File: src/rtl/if_id_queue_pkg.sv
// if_id_queue_pkg: shared definitions for the IF/ID instruction queue.
//   ZeroWord        - all-zero word, also the bubble encoding of pc/inst/excepttype
//   StallIfIdIdx    - stall-bus bit driving stall_up (IF/ID boundary)
//   StallIdIdx      - stall-bus bit driving stall_down (decode stage)
//   out_action_e    - what the decode-facing output stage does on a given edge
//   pick_action()   - priority decode of flush / stall / FIFO state into an action
package if_id_queue_pkg;

  localparam logic [31:0] ZeroWord     = 32'h0000_0000;
  localparam int          StallBusW    = 6;
  localparam int          StallIfIdIdx = 1;  // stall_up   = stall[StallIfIdIdx]
  localparam int          StallIdIdx   = 2;  // stall_down = stall[StallIdIdx]

  typedef enum logic [2:0] {
    OUT_FLUSH     = 3'd0,
    OUT_BUBBLE    = 3'd1,
    OUT_LOAD_HEAD = 3'd2,
    OUT_BYPASS    = 3'd3,
    OUT_HOLD      = 3'd4
  } out_action_e;

  // Flush beats everything; a stall at IF/ID with decode free injects a
  // bubble; with both stalled the output simply holds.
  function automatic out_action_e pick_action(input logic flush,
                                              input logic stall_up,
                                              input logic stall_down,
                                              input logic fifo_empty,
                                              input logic in_valid);
    out_action_e act;
    if (flush)
      act = OUT_FLUSH;
    else if (stall_up && !stall_down)
      act = OUT_BUBBLE;
    else if (!stall_up) begin
      if (!fifo_empty)
        act = OUT_LOAD_HEAD;
      else if (in_valid)
        act = OUT_BYPASS;
      else
        act = OUT_BUBBLE;
    end else
      act = OUT_HOLD;
    return act;
  endfunction

endpackage

File: src/rtl/if_id_queue_ring.sv
// ifid_ring: DEPTH-entry circular buffer of packed {pc, inst, excepttype}.
//   clk, rst (async, active-low)
//   clear        - synchronous empty (flush)
//   push, wdata  - write an entry at the tail
//   pop, rdata   - rdata is always the head; pop advances past it
//   full, empty, count
// Push when full is honoured only together with a pop; pop when empty is ignored.
module ifid_ring #(
  parameter int EW    = 96,
  parameter int DEPTH = 4
) (
  input  logic                       clk,
  input  logic                       rst,
  input  logic                       clear,
  input  logic                       push,
  input  logic [EW-1:0]              wdata,
  input  logic                       pop,
  output logic [EW-1:0]              rdata,
  output logic                       full,
  output logic                       empty,
  output logic [$clog2(DEPTH):0]     count
);

  localparam int AW = $clog2(DEPTH);
  localparam int CW = AW + 1;

  logic [EW-1:0] mem [DEPTH];
  logic [AW-1:0] wr_ptr_reg;
  logic [AW-1:0] rd_ptr_reg;
  logic [CW-1:0] count_reg;
  logic          push_ok;
  logic          pop_ok;

  assign full    = (count_reg == CW'(DEPTH));
  assign empty   = (count_reg == '0);
  assign count   = count_reg;
  assign pop_ok  = pop && !empty && !clear;
  assign push_ok = push && (!full || pop_ok) && !clear;

  // Head is read combinationally; the caller's output stage is the register.
  // On full+pop+push the write lands on the head slot, but the old head is
  // still what rdata shows this cycle.
  assign rdata = mem[rd_ptr_reg];

  always_ff @(posedge clk) begin
    if (push_ok)
      mem[wr_ptr_reg] <= wdata;
  end

  always_ff @(posedge clk or negedge rst) begin
    if (!rst) begin
      wr_ptr_reg <= '0;
      rd_ptr_reg <= '0;
      count_reg  <= '0;
    end else if (clear) begin
      wr_ptr_reg <= '0;
      rd_ptr_reg <= '0;
      count_reg  <= '0;
    end else begin
      if (push_ok)
        wr_ptr_reg <= wr_ptr_reg + AW'(1);
      if (pop_ok)
        rd_ptr_reg <= rd_ptr_reg + AW'(1);
      case ({push_ok, pop_ok})
        2'b10:   count_reg <= count_reg + CW'(1);
        2'b01:   count_reg <= count_reg - CW'(1);
        default: count_reg <= count_reg;
      endcase
    end
  end

endmodule

File: src/rtl/if_id_queue.sv
// if_id_queue: IF/ID boundary with a DEPTH-entry instruction queue and a
// registered decode-facing output stage.
//   clk, rst (async, active-low), flush, stall_up, stall_down
//   fetch side : if_valid, if_ready, if_pc, if_inst, icache_excepttype
//   decode side: id_valid, id_pc, id_inst, id_excepttype
//   optional (IFID_PERF_EN): perf_bubble_cnt, perf_occupancy
// An instruction with pc==0 carries inst 0 whichever path it takes.
module if_id_queue
  import if_id_queue_pkg::*;
#(
  parameter int PC_W   = 32,
  parameter int INST_W = 32,
  parameter int EXC_W  = 32,
  parameter int DEPTH  = 4
) (
  input  logic                   clk,
  input  logic                   rst,
  input  logic                   flush,
  input  logic                   stall_up,
  input  logic                   stall_down,
  input  logic                   if_valid,
  output logic                   if_ready,
  input  logic [PC_W-1:0]        if_pc,
  input  logic [INST_W-1:0]      if_inst,
  input  logic [EXC_W-1:0]       icache_excepttype,
  output logic                   id_valid,
  output logic [PC_W-1:0]        id_pc,
  output logic [INST_W-1:0]      id_inst,
  output logic [EXC_W-1:0]       id_excepttype
`ifdef IFID_PERF_EN
  ,
  output logic [31:0]            perf_bubble_cnt,
  output logic [$clog2(DEPTH):0] perf_occupancy
`endif
);

  localparam int EW = PC_W + INST_W + EXC_W;
  localparam int CW = $clog2(DEPTH) + 1;

  logic              ring_push;
  logic              ring_pop;
  logic              ring_full;
  logic              ring_empty;
  logic [CW-1:0]     ring_count;
  logic [EW-1:0]     ring_rdata;
  logic [EW-1:0]     in_entry;
  logic [INST_W-1:0] in_inst_clean;
  logic              advance;
  logic              bypass;
  out_action_e       action;

  assign in_inst_clean = (if_pc == '0) ? '0 : if_inst;
  assign in_entry      = {if_pc, in_inst_clean, icache_excepttype};

  always_comb begin
    advance   = !flush && !stall_up;
    ring_pop  = advance && !ring_empty;
    // A slot freed by this cycle's pop can be refilled in the same cycle.
    if_ready  = !flush && (!ring_full || ring_pop);
    bypass    = advance && ring_empty && if_valid;
    ring_push = if_valid && if_ready && !bypass;
    action    = pick_action(flush, stall_up, stall_down, ring_empty, if_valid);
  end

  ifid_ring #(
    .EW    (EW),
    .DEPTH (DEPTH)
  ) u_ring (
    .clk   (clk),
    .rst   (rst),
    .clear (flush),
    .push  (ring_push),
    .wdata (in_entry),
    .pop   (ring_pop),
    .rdata (ring_rdata),
    .full  (ring_full),
    .empty (ring_empty),
    .count (ring_count)
  );

  always_ff @(posedge clk or negedge rst) begin
    if (!rst) begin
      id_valid      <= 1'b0;
      id_pc         <= '0;
      id_inst       <= '0;
      id_excepttype <= '0;
    end else begin
      case (action)
        OUT_LOAD_HEAD: begin
          id_valid                          <= 1'b1;
          {id_pc, id_inst, id_excepttype}   <= ring_rdata;
        end
        OUT_BYPASS: begin
          id_valid                          <= 1'b1;
          {id_pc, id_inst, id_excepttype}   <= in_entry;
        end
        OUT_HOLD: begin
          id_valid      <= id_valid;
          id_pc         <= id_pc;
          id_inst       <= id_inst;
          id_excepttype <= id_excepttype;
        end
        default: begin  // flush or bubble: all-zero encoding
          id_valid      <= 1'b0;
          id_pc         <= '0;
          id_inst       <= '0;
          id_excepttype <= '0;
        end
      endcase
    end
  end

`ifdef IFID_PERF_EN
  // Counts bubbles that cost decode a slot; flush bubbles are excluded.
  always_ff @(posedge clk or negedge rst) begin
    if (!rst)
      perf_bubble_cnt <= '0;
    else if (action == OUT_BUBBLE && perf_bubble_cnt != 32'hFFFF_FFFF)
      perf_bubble_cnt <= perf_bubble_cnt + 32'd1;
  end

  assign perf_occupancy = ring_count;
`endif

endmodule

File: config.mk
export PLATFORM = sky130hd
export DESIGN_NAME = if_id_queue
export DESIGN_NICKNAME = d
export VERILOG_FILES = /design/src/rtl/if_id_queue_pkg.sv /design/src/rtl/if_id_queue_ring.sv /design/src/rtl/if_id_queue.sv
export SDC_FILE = /design/constraint.sdc
export NUM_CORES = 1
export LEC_CHECK = 0
export BUFFER_PORTS_ARGS = -buffer_cell sky130_fd_sc_hd__buf_2
export CORE_AREA = 2 2 197 199
export DETAILED_ROUTE_END_ITERATION = 7
export DIE_AREA = 0 0 199 201
export PLACE_DENSITY = 0.69
export SLEW_MARGIN = 40
export SYNTH_ARGS = -nofsm -noshare
export SYNTH_HDL_FRONTEND = slang
export SYNTH_SLANG_ARGS = --single-unit
File: constraint.sdc
create_clock -name clk -period 11 [get_ports clk]
set_input_delay 1.1 -clock clk [delete_from_list [all_inputs] [get_ports clk]]
set_output_delay 1.1 -clock clk [all_outputs]
set_load 0.02 [all_outputs]
==> results of run 1 <==
-- final timing paths --
kind                                         startpoint                      endpoint  slack, ns  cells past startpoint
max                                            stall_up   u_ring.mem[3][93]$_DFFE_PP_       7.56                      5
min                                                 rst       id_inst[12]$_DFFE_PN0P_       0.45                      1
max reg2reg                 u_ring.count[2]$_DFFE_PN0P_   u_ring.mem[3][93]$_DFFE_PP_       7.85                      4
min reg2reg                id_excepttype[1]$_DFFE_PN0P_  id_excepttype[1]$_DFFE_PN0P_       0.49                      2
max in group asynchronous                           rst  id_excepttype[2]$_DFFE_PN0P_       9.44                      2
min in group clk           id_excepttype[1]$_DFFE_PN0P_  id_excepttype[1]$_DFFE_PN0P_       0.49                      2
-- cell usage in the layout (no fill, tap or decap), types with 3 or more instances in the layout --
master	synthesis	layout
sky130_fd_sc_hd__buf_4	3	15
sky130_fd_sc_hd__buf_2	26	198
sky130_fd_sc_hd__ha_1	4	4
sky130_fd_sc_hd__clkinvlp_4	0	3
sky130_fd_sc_hd__clkbuf_16	0	51
sky130_fd_sc_hd__nor2b_1	21	21
sky130_fd_sc_hd__clkinv_2	0	7
sky130_fd_sc_hd__and2_4	0	4
sky130_fd_sc_hd__edfxtp_1	384	384
sky130_fd_sc_hd__clkbuf_8	0	10
sky130_fd_sc_hd__a222oi_1	19	19
sky130_fd_sc_hd__clkbuf_1	35	16
sky130_fd_sc_hd__and2b_1	11	11
sky130_fd_sc_hd__nand2_1	25	25
sky130_fd_sc_hd__a221oi_1	45	45
sky130_fd_sc_hd__o21ai_0	18	18
sky130_fd_sc_hd__a21oi_1	4	4
sky130_fd_sc_hd__nor3_1	3	3
sky130_fd_sc_hd__nand3_1	11	11
sky130_fd_sc_hd__a22oi_1	32	32
sky130_fd_sc_hd__dfrtp_1	104	102
sky130_fd_sc_hd__o21ai_1	16	16
sky130_fd_sc_hd__nor4_1	9	9
sky130_fd_sc_hd__inv_1	22	22
sky130_fd_sc_hd__nor2_1	98	96
sky130_fd_sc_hd__mux4_2	96	96
sky130_fd_sc_hd__diode_2	0	4
-- final cells by class --
class / count / area, um2 / share of cell area [%]
Sequential cell: 488 / 14100 / 64.3
Multi-Input combinational cell: 442 / 4320 / 19.7
Clock buffer: 76 / 1460 / 6.64
Timing Repair Buffer: 216 / 1160 / 5.30
Tap cell: 518 / 648 / 2.95
Clock inverter: 17 / 156 / 0.711
Inverter: 22 / 82.6 / 0.376
Antenna cell: 4 / 10.0 / 0.0455
-- power groups by stage --
stage,sequential [mW],combinational [mW],clock (mW)
after floorplan,2.17,0.180,0
after global placement,2.14,0.330,0
after detailed placement,2.15,0.335,0
after CTS,2.11,0.336,1.68
after global routing,2.11,0.369,1.75
final,2.10,0.339,1.65
-- routing by layer --
metal | routed length, um | vias to the layer above | track usage (%)
met3 | 2740 | 57 | 4.35
met4 | 631 | 6 | 5.41
met1 | 17700 | 5300 | 29.8
met2 | 19100 | 340 | 32.0
li1 | - | 4514 | -
met5 | 36 | - | 0
-- kinds of logic after synthesis --
family                     after synthesis  share of synthesized area, %
adders and majority gates                5                         0.372
buffers and inverters                   91                          2.09
muxes                                   97                          11.6
and+or+nand+nor                        193                          4.92
DFF                                    488                          75.1
xor gates and xnor gates                 3                         0.140
AOI/OAI and AO/OA                      144                          5.81
-- worst max-delay path, delay by kind of cell --
family	cells	cell delay [ns]
buf+inv	2	1.07
simple gates	1	0.74
compound gates	1	0.52
xor+xnor	1	0.14
==> flow_metrics.py, run 1 <==
metrics = {
    "outcome": {
        "outcome": "completed",
    },
    "floorplanning": {
        "starting_density_of_the_core_pct": 49.4,
        "dieArea_um2": 40000,
        "dieWidth_um": 199,
        "fp-row-count": 72,
        "floorplan.die.height_um": 201,
        "design.portCount": 200,
        "fp.coreArea_um2": 38100,
    },
    "sta": {
        "slew_viol_final": 0,
        "finalCriticalPeriod_ns": 3.44,
        "final_min_period_over_clock_period_pct": 31.3,
        "final_hold_viol_count": 0,
        "tightest_slew_ns": 0.836,
        "rsz0062_at_grt": "no",
        "final_critical_path_setup_slack_ns": 7.56,
        "worst_hold_slack_ns": 0.455,
        "slew_headroom_pct": 44.3,
        "achievable-frequency_ghz": 0.291,
        "finalSetupViolations": 0,
        "finalSetupTns_ns": 0,
        "finalClockSkew_ns": 0.0167,
    },
    "finish": {
        "area_delta_synth_final_pct": 16.8,
        "final_core_utilization_pct": 57.7,
        "post_layout_nonfiller_instances": 1783,
        "layout_cells_sized_above_1_pct": 31.8,
        "largest_register_ff_count": 384,
        "num-fill-cells": 2904,
        "regMostFlops": "u_ring.mem",
        "layout.nets": 1327,
        "stdcell_area_um2": 22000,
    },
    "global_routing": {
        "globalRoute.totalOverflow": 0,
        "wire_length_of_the_first_global_routing_pass_um": 61700,
        "grt_pass1_vias": 10400,
        "number_of_antenna_violations_at_the_first_check_in_global_routing": 7,
        "globalRouteTotalUtil_pct": 20.5,
        "grt_start_max_net_pins": 75,
    },
    "route": {
        "routed_wirelength_um": 40200,
        "drt-pass1-iter-count": 6,
        "wl_per_cell_um": 22.6,
        "vias_per_cell": 5.73,
        "postRouteAntennaNets": 0,
        "remaining_drc_errors": 0,
        "drt_iter0_markers": 865,
        "route.vias.total": 10200,
    },
    "synth": {
        "synth.top_cells.by_area": "sky130_fd_sc_hd__edfxtp_1 61%, sky130_fd_sc_hd__dfrtp_1 14%, sky130_fd_sc_hd__mux4_2 11%",
        "yosys_warnings": 0,
        "largest_area_contributor_in_the_netlist": "sky130_fd_sc_hd__edfxtp_1",
        "syn-num-nets": 1128,
        "syn-instance-count": 1021,
        "synthMostInstantiatedCell": "sky130_fd_sc_hd__edfxtp_1",
        "synth.yosys.seq_area_share_pct": 75.1,
        "synth.lib_cells_used.distinct": 46,
        "syn_avg_cell_area_um2": 18.4,
        "synth.top_cells.by_count": "384 x sky130_fd_sc_hd__edfxtp_1, 104 x sky130_fd_sc_hd__dfrtp_1, 98 x sky130_fd_sc_hd__nor2_1, 96 x sky130_fd_sc_hd__mux4_2, 45 x sky130_fd_sc_hd__a221oi_1",
        "synth_area_um2": 18800,
        "postSynthRegisterBits": 488,
        "synthFlopType": "sky130_fd_sc_hd__edfxtp_1",
        "synthArstFlopShare_pct": 21.3,
        "synth_largest_type_area_fraction_pct": 61.3,
        "synth-edff-count": 384,
    },
    "place": {
        "placed_cells": 1684,
        "weighted_congestion_at_the_end_of_routability_driven_global_placement": 0.754,
        "hpwlAfterDp_um": 23000,
        "dp_worst_setup_slack_ns": 6.97,
        "io_buffer_count": 199,
        "placedInstanceArea_um2": 20300,
    },
    "clocking": {
        "cts.sink_count": 488,
        "cts.repair_timing.setup_buffer_count": 0,
        "clock_latency_of_the_later_clocked_register_in_the_worst_skew_pair_ns": 0.58,
        "clkTransAtPathRegs_ns": 0.06,
        "clockBufferDepth": 3,
        "cts_root_buffer": "sky130_fd_sc_hd__clkbuf_16",
        "cts_tree": "done",
        "postCtsResizedCells": 0,
        "post_cts_hold_buffer_count": 0,
        "cts_max_level": 2,
        "cts-buffers-inserted": 50,
    },
    "worst_setup_path": {
        "cp_cell_sequence": "buf_2 > xnor2_1 > a21oi_1 > and2_4 > buf_4",
        "critPathCaptureType": "register",
        "worstPathRequired_ns": 11.20,
        "critical_path_class": "in -> reg",
        "cp.arrival_ns": 3.64,
        "cpMaxStageDelayCell": "sky130_fd_sc_hd__buf_4",
        "worstSetupStartpointType": "input pin",
        "path_max_fanout": 50,
        "cp_slowest_stage_delay_ns": 0.76,
    },
    "power_and_ir_drop": {
        "switching_share_pct": 22.5,
        "static-leakage-power_nw": 8.02,
        "power_density_nw_per_um2": 186,
        "vdd_drop_max_mv": 0.227,
        "p_sw_mw": 0.920,
        "internal-power_mw": 3.17,
        "p_total_mw": 4.09,
        "power_frac_seq_pct": 51.4,
        "clock_power_share_pct": 40.3,
        "power.combinational.fraction_pct": 8.3,
    },
    "job": {
        "maxCapViolations": 0,
    },
    "hold_path": {
        "min_path_type": "in -> async",
    },
}
(Power assumes the default switching activity.)
==> run 2, diff against run 1 <==
--- a/config.mk
+++ b/config.mk
@@ -9,7 +9,7 @@
 export CORE_AREA = 2 2 197 199
 export DETAILED_ROUTE_END_ITERATION = 7
 export DIE_AREA = 0 0 199 201
-export PLACE_DENSITY = 0.69
+export PLACE_DENSITY = 0.72
 export SLEW_MARGIN = 40
 export SYNTH_ARGS = -nofsm -noshare
 export SYNTH_HDL_FRONTEND = slang
==> constraint.sdc (replaced) <==
create_clock -name clk -period 3 [get_ports clk]
set_input_delay 0.3 -clock clk [delete_from_list [all_inputs] [get_ports clk]]
set_output_delay 0.3 -clock clk [all_outputs]
set_load 0.02 [all_outputs]
==> run 2 against run 1 <==
Net effect: routed wire length is 5.1% higher; setup slack worse by 6.8 ns; sequential cell count stayed put; global-route usage is 1.2 points higher; clock power grew to 3.5 times the previous value; worst hold slack worse by 0.43 ns; non-clock buffer count is 107 higher; via count is 6.7% higher; final cell count is 6.0% higher; sequential share of layout area is 3.3 points lower.
==> flow_metrics.py, run 2 (synthesized netlist as in run 1, its figures left out) <==
metrics = {
    "worst_setup_path": {
        "rr_worst_depth": 6,
        "critPathCaptureType": "register",
        "cp.arrival_ns": 2.78,
        "path_max_fanout": 7,
        "worstPathRequired_ns": 3.49,
        "critical_path_class": "reg -> reg",
        "worstSetupStartpointType": "register",
    },
    "sta": {
        "achievable-frequency_ghz": 0.438,
        "finalSetupViolations": 0,
        "tightest_slew_ns": 0.692,
        "slew_viol_final": 0,
        "final_critical_path_setup_slack_ns": 0.718,
        "finalSetupTns_ns": 0,
        "final_min_period_over_clock_period_pct": 76.1,
        "rsz0062_at_grt": "no",
        "finalClockSkew_ns": 0.0143,
        "final_hold_viol_count": 0,
        "slew_headroom_pct": 53.9,
        "finalCriticalPeriod_ns": 2.28,
        "worst_hold_slack_ns": 0.0267,
    },
    "place": {
        "dp_worst_setup_slack_ns": 0.667,
        "hpwlAfterDp_um": 24000,
        "placedInstanceArea_um2": 20700,
        "placed_cells": 1700,
        "weighted_congestion_at_the_end_of_routability_driven_global_placement": 0.728,
        "io_buffer_count": 199,
    },
    "hold_path": {
        "min_path_type": "in -> reg",
        "worstHoldPathCells": 3,
    },
    "power_and_ir_drop": {
        "clock_power_share_pct": 39.1,
        "internal-power_mw": 11.5,
        "power.combinational.fraction_pct": 9.4,
        "p_sw_mw": 3.40,
        "p_total_mw": 14.9,
        "power_frac_seq_pct": 51.5,
        "switching_share_pct": 22.8,
        "power_density_nw_per_um2": 644,
        "static-leakage-power_nw": 8.51,
        "vdd_drop_max_mv": 0.512,
    },
    "finish": {
        "regMostFlops": "u_ring.mem",
        "final_core_utilization_pct": 60.8,
        "layout_cells_sized_above_1_pct": 30.0,
        "num-fill-cells": 2745,
        "post_layout_nonfiller_instances": 1890,
        "layout.nets": 1434,
        "largest_register_ff_count": 384,
        "layout.cells.most_common_list": "384 x sky130_fd_sc_hd__edfxtp_1, 198 x sky130_fd_sc_hd__buf_2, 102 x sky130_fd_sc_hd__dfrtp_1, 96 x sky130_fd_sc_hd__nor2_1, 96 x sky130_fd_sc_hd__mux4_2",
        "area_delta_synth_final_pct": 23.1,
        "layout_commonest_cell": "sky130_fd_sc_hd__edfxtp_1",
        "stdcell_area_um2": 23200,
    },
    "job": {
        "maxCapViolations": 0,
    },
    "clocking": {
        "cts-buffers-inserted": 50,
        "cts_root_buffer": "sky130_fd_sc_hd__clkbuf_16",
        "clockBufferDepth": 3,
        "cts.sink_count": 488,
        "cts_tree": "done",
        "cts_max_level": 2,
        "clock_latency_of_the_later_clocked_register_in_the_worst_skew_pair_ns": 0.57,
        "clkTransAtPathRegs_ns": 0.06,
    },
    "global_routing": {
        "grt_pass1_vias": 11200,
        "grt.met1_usage_pct": 31.2,
        "grt_start_max_net_pins": 65,
        "wire_length_of_the_first_global_routing_pass_um": 65200,
        "globalRouteTotalUtil_pct": 21.7,
        "globalRoute.totalOverflow": 0,
        "number_of_antenna_violations_at_the_first_check_in_global_routing": 5,
        "grt-busiest-layer": "met2",
        "met3_grt_util_pct": 4.15,
        "met2_usage_pct": 33.9,
    },
    "floorplanning": {
        "fp-row-count": 72,
        "dieArea_um2": 40000,
        "starting_density_of_the_core_pct": 49.4,
        "fp.coreArea_um2": 38100,
        "design.portCount": 200,
        "dieWidth_um": 199,
        "floorplan.die.height_um": 201,
    },
    "route": {
        "drt_iter0_markers": 932,
        "wl_per_cell_um": 22.4,
        "remaining_drc_errors": 0,
        "route.vias.total": 10900,
        "routed_wirelength_um": 42300,
        "drt-pass1-iter-count": 5,
        "vias_per_cell": 5.77,
        "postRouteAntennaNets": 0,
    },
    "outcome": {
        "outcome": "completed",
    },
}
run 2: critical path: stages (launching register included):
cell	delay, ns
sky130_fd_sc_hd__dfrtp_1	0.48
sky130_fd_sc_hd__nor3_4	0.35
sky130_fd_sc_hd__nor4_1	0.10
sky130_fd_sc_hd__fa_1	0.44
sky130_fd_sc_hd__or4_1	0.54
sky130_fd_sc_hd__a21o_1	0.17
sky130_fd_sc_hd__a21oi_1	0.12
run 2: path summary, 6_finish.rpt:
kind	startpoint	to	slack, ns
min in group asynchronous	rst	u_ring.count[1]$_DFFE_PN0P_	0.32
max	u_ring.count[0]$_DFFE_PN0P_	u_ring.count[2]$_DFFE_PN0P_	0.72
min reg2reg	id_pc[27]$_DFFE_PN0P_	id_pc[27]$_DFFE_PN0P_	0.49
min	if_inst[21]	id_inst[21]$_DFFE_PN0P_	0.03
max reg2reg	u_ring.count[0]$_DFFE_PN0P_	u_ring.count[2]$_DFFE_PN0P_	0.72
max in group asynchronous	rst	id_excepttype[17]$_DFFE_PN0P_	1.91
run 2: layout make-up:
cell class	count	area, um2	area share [%]
Inverter	22	82.6	0.356
Multi-Input combinational cell	442	4320	18.7
Timing Repair Buffer	323	2420	10.4
Sequential cell	488	14100	61.0
Antenna cell	4	10.0	0.0432
Tap cell	518	648	2.80
Clock inverter	25	154	0.664
Clock buffer	68	1390	6.01
run 2: what timing repair did:
item	in CTS	in global routing
resized for setup	0	0
setup endpoints to repair	0	0
hold endpoints to repair	352	0
setup buffers	0	0
hold buffers	93	0
run 2: metal layers:
metal | up-vias | part of all wire, %
li1 | 4726 | -
met2 | 486 | 48
met1 | 5611 | 41
met5 | - | 0.031
met4 | 2 | 2.3
met3 | 73 | 8.1
run 2: power by group through the flow:
stage                     sequential, mW  clock [mW]  combinational, mW
after CTS                           7.68        5.96               1.42
final                               7.69        5.83               1.41
after floorplan                     7.93           0              0.660
after global placement              7.81           0               1.29
after global routing                7.70        6.22               1.53
after detailed placement            7.82           0               1.31
==> run 3, diff against run 2 <==
--- a/config.mk
+++ b/config.mk
@@ -9,7 +9,7 @@
 export CORE_AREA = 2 2 197 199
 export DETAILED_ROUTE_END_ITERATION = 7
 export DIE_AREA = 0 0 199 201
-export PLACE_DENSITY = 0.72
+export PLACE_DENSITY = 0.69
 export SLEW_MARGIN = 40
 export SYNTH_ARGS = -nofsm -noshare
 export SYNTH_HDL_FRONTEND = slang
==> constraint.sdc (replaced) <==
create_clock -name clk -period 2.3 [get_ports clk]
set_input_delay 0.23 -clock clk [delete_from_list [all_inputs] [get_ports clk]]
set_output_delay 0.23 -clock clk [all_outputs]
set_load 0.02 [all_outputs]
==> run 3 against run 2 <==
Net effect: count of clock-buffer cells in the layout down 3; via count shrank 0.54%; core utilization up 0.93 points; die area unchanged; non-clock buffer count rose by 19; worst hold slack gained 0.049 ns; total power increased by 35%; first-iteration DRC count fell by 15%; clock skew is 0.0049 ns lower; largest cell class unchanged.
==> flow_metrics.py, run 3 (synthesized netlist as in run 1, its figures left out) <==
metrics = {
    "clocking": {
        "postCtsResizedCells": 0,
        "cts_max_level": 2,
        "cts.repair_timing.setup_buffer_count": 0,
        "cts.sink_count": 488,
        "clock_latency_of_the_later_clocked_register_in_the_worst_skew_pair_ns": 0.58,
        "clkTransAtPathRegs_ns": 0.06,
        "cts-buffers-inserted": 49,
        "clockBufferDepth": 3,
        "cts_tree": "done",
        "cts_root_buffer": "sky130_fd_sc_hd__clkbuf_16",
    },
    "route": {
        "remaining_drc_errors": 0,
        "drt_iter0_markers": 794,
        "route.vias.total": 10800,
        "wl_per_cell_um": 22.1,
        "routed_wirelength_um": 42100,
        "vias_per_cell": 5.69,
        "drt-pass1-iter-count": 6,
        "postRouteAntennaNets": 0,
    },
    "sta": {
        "slew_viol_final": 0,
        "finalCriticalPeriod_ns": 2.16,
        "finalSetupTns_ns": 0,
        "worst_hold_slack_ns": 0.0757,
        "final_hold_viol_count": 0,
        "achievable-frequency_ghz": 0.464,
        "tightest_slew_ns": 0.823,
        "final_min_period_over_clock_period_pct": 93.8,
        "finalSetupViolations": 0,
        "rsz0062_at_grt": "no",
        "slew_headroom_pct": 45.1,
        "finalClockSkew_ns": 0.00945,
    },
    "power_and_ir_drop": {
        "vdd_drop_max_mv": 0.675,
        "power_density_nw_per_um2": 854,
        "static-leakage-power_nw": 8.66,
        "p_total_mw": 20.1,
    },
    "finish": {
        "largest_register_ff_count": 384,
        "post_layout_nonfiller_instances": 1906,
        "layout_commonest_cell": "sky130_fd_sc_hd__edfxtp_1",
        "area_delta_synth_final_pct": 25.0,
        "num-fill-cells": 2688,
        "layout.nets": 1452,
        "final_core_utilization_pct": 61.7,
        "layout.cells.most_common_list": "384 x sky130_fd_sc_hd__edfxtp_1, 198 x sky130_fd_sc_hd__buf_2, 102 x sky130_fd_sc_hd__dfrtp_1, 98 x sky130_fd_sc_hd__dlygate4sd3_1",
        "layout_cells_sized_above_1_pct": 30.9,
        "regMostFlops": "u_ring.mem",
    },
    "worst_setup_path": {
        "cp_num_buf_inv": 2,
        "cpMaxStageDelayCell": "sky130_fd_sc_hd__a31oi_1",
        "cp.arrival_ns": 1.93,
        "worstPathRequired_ns": 2.07,
        "cp_slowest_stage_delay_ns": 0.45,
        "critPathCaptureType": "output port",
        "path_max_fanout": 6,
        "worstSetupStartpoint": "u_ring.count[0]$_DFFE_PN0P_",
        "critPathTopFamily": "compound AO/OA/AOI/OAI gates",
        "critical_path_class": "reg -> out",
        "worstSetupStartpointType": "register",
        "r2r_start": "u_ring.count[1]$_DFFE_PN0P_",
        "cp_cell_sequence": "buf_4 > nor2_1 > a31oi_1 > buf_2",
    },
    "hold_path": {
        "min_path_type": "in -> async",
    },
    "floorplanning": {
        "dieWidth_um": 199,
        "dieArea_um2": 40000,
        "floorplan.die.height_um": 201,
        "design.portCount": 200,
        "starting_density_of_the_core_pct": 49.4,
        "fp.coreArea_um2": 38100,
        "fp-row-count": 72,
    },
    "place": {
        "io_buffer_count": 199,
        "weighted_congestion_at_the_end_of_routability_driven_global_placement": 0.759,
        "hpwlAfterDp_um": 24100,
        "placed_cells": 1714,
    },
    "global_routing": {
        "wire_length_of_the_first_global_routing_pass_um": 65100,
        "grt_pass1_vias": 11200,
        "globalRouteTotalUtil_pct": 21.7,
        "number_of_antenna_violations_at_the_first_check_in_global_routing": 3,
        "globalRoute.totalOverflow": 0,
        "grt_start_max_net_pins": 69,
    },
    "outcome": {
        "outcome": "completed",
    },
    "job": {
        "maxCapViolations": 0,
    },
}
## run 3: cell count changes in the layout (fill, tap and decap cells not counted), sizes merged, moves of 3 or more
cell | previous run | this run
buf | 230 | 244
clkinv | 21 | 14
bufinv | 1 | 7
dlygate4sd3 | 93 | 98
clkinvlp | 1 | 5
clkbuf | 68 | 65
## run 3: what timing repair did
action | in CTS | in global routing
hold buffers | 98 | 0
endpoints found under the setup margin | 0 | 1
hold endpoints to repair | 441 | 0
## run 3: layout make-up
cell class | count | area (um2) | area share [%]
flip-flops and latches | 488 | 14100 | 60.1
inverters | 22 | 82.6 | 0.351
clock inverters | 27 | 320 | 1.36
clock buffers | 65 | 1350 | 5.73
multi-input cells | 442 | 4320 | 18.4
well taps | 518 | 648 | 2.76
diodes | 2 | 5.00 | 0.0213
repair buffers | 342 | 2660 | 11.3
## run 3: layer usage
| layer | global-route usage, % | wire (um) | up-vias |
|---|---|---|---|
| met2 | 34.6 | 20500 | 433 |
| met3 | 4.13 | 3090 | 65 |
| li1 | - | - | 4755 |
| met5 | 0 | 13 | - |
| met4 | 7.54 | 1020 | 2 |
| met1 | 30.1 | 17500 | 5584 |
## run 3: worst paths after layout
path | endpoint | slack, ns | depth (start not counted)
max reg2reg | u_ring.count[2]$_DFFE_PN0P_ | 0.18 | 6
min | id_inst[28]$_DFFE_PN0P_ | 0.08 | 2
max | if_ready | 0.14 | 4
min in group clk | u_ring.rd_ptr_reg[0]$_DFFE_PN0P_ | 0.13 | 3
max in group asynchronous | id_pc[27]$_DFFE_PN0P_ | 1.55 | 3
min reg2reg | id_pc[13]$_DFFE_PN0P_ | 0.49 | 2
## run 3: metrics by stage
step | setup WS (ns) | cell area [um2]
final | 0.143 | 23500
after global routing | 0.0312 | 23500
after CTS | 0.113 | 23500
after detailed placement | 0.142 | 20900
after global placement | 0.154 | 20900
after floorplan | -0.418 | 18800
## run 3: where the power goes
| part | switching, mW | internal [mW] | total [mW] |
|---|---|---|---|
| Sequential | 0.144 | 9.88 | 10.0 |
| Clock | 3.29 | 4.92 | 8.21 |
| Combinational | 1.04 | 0.831 | 1.87 |
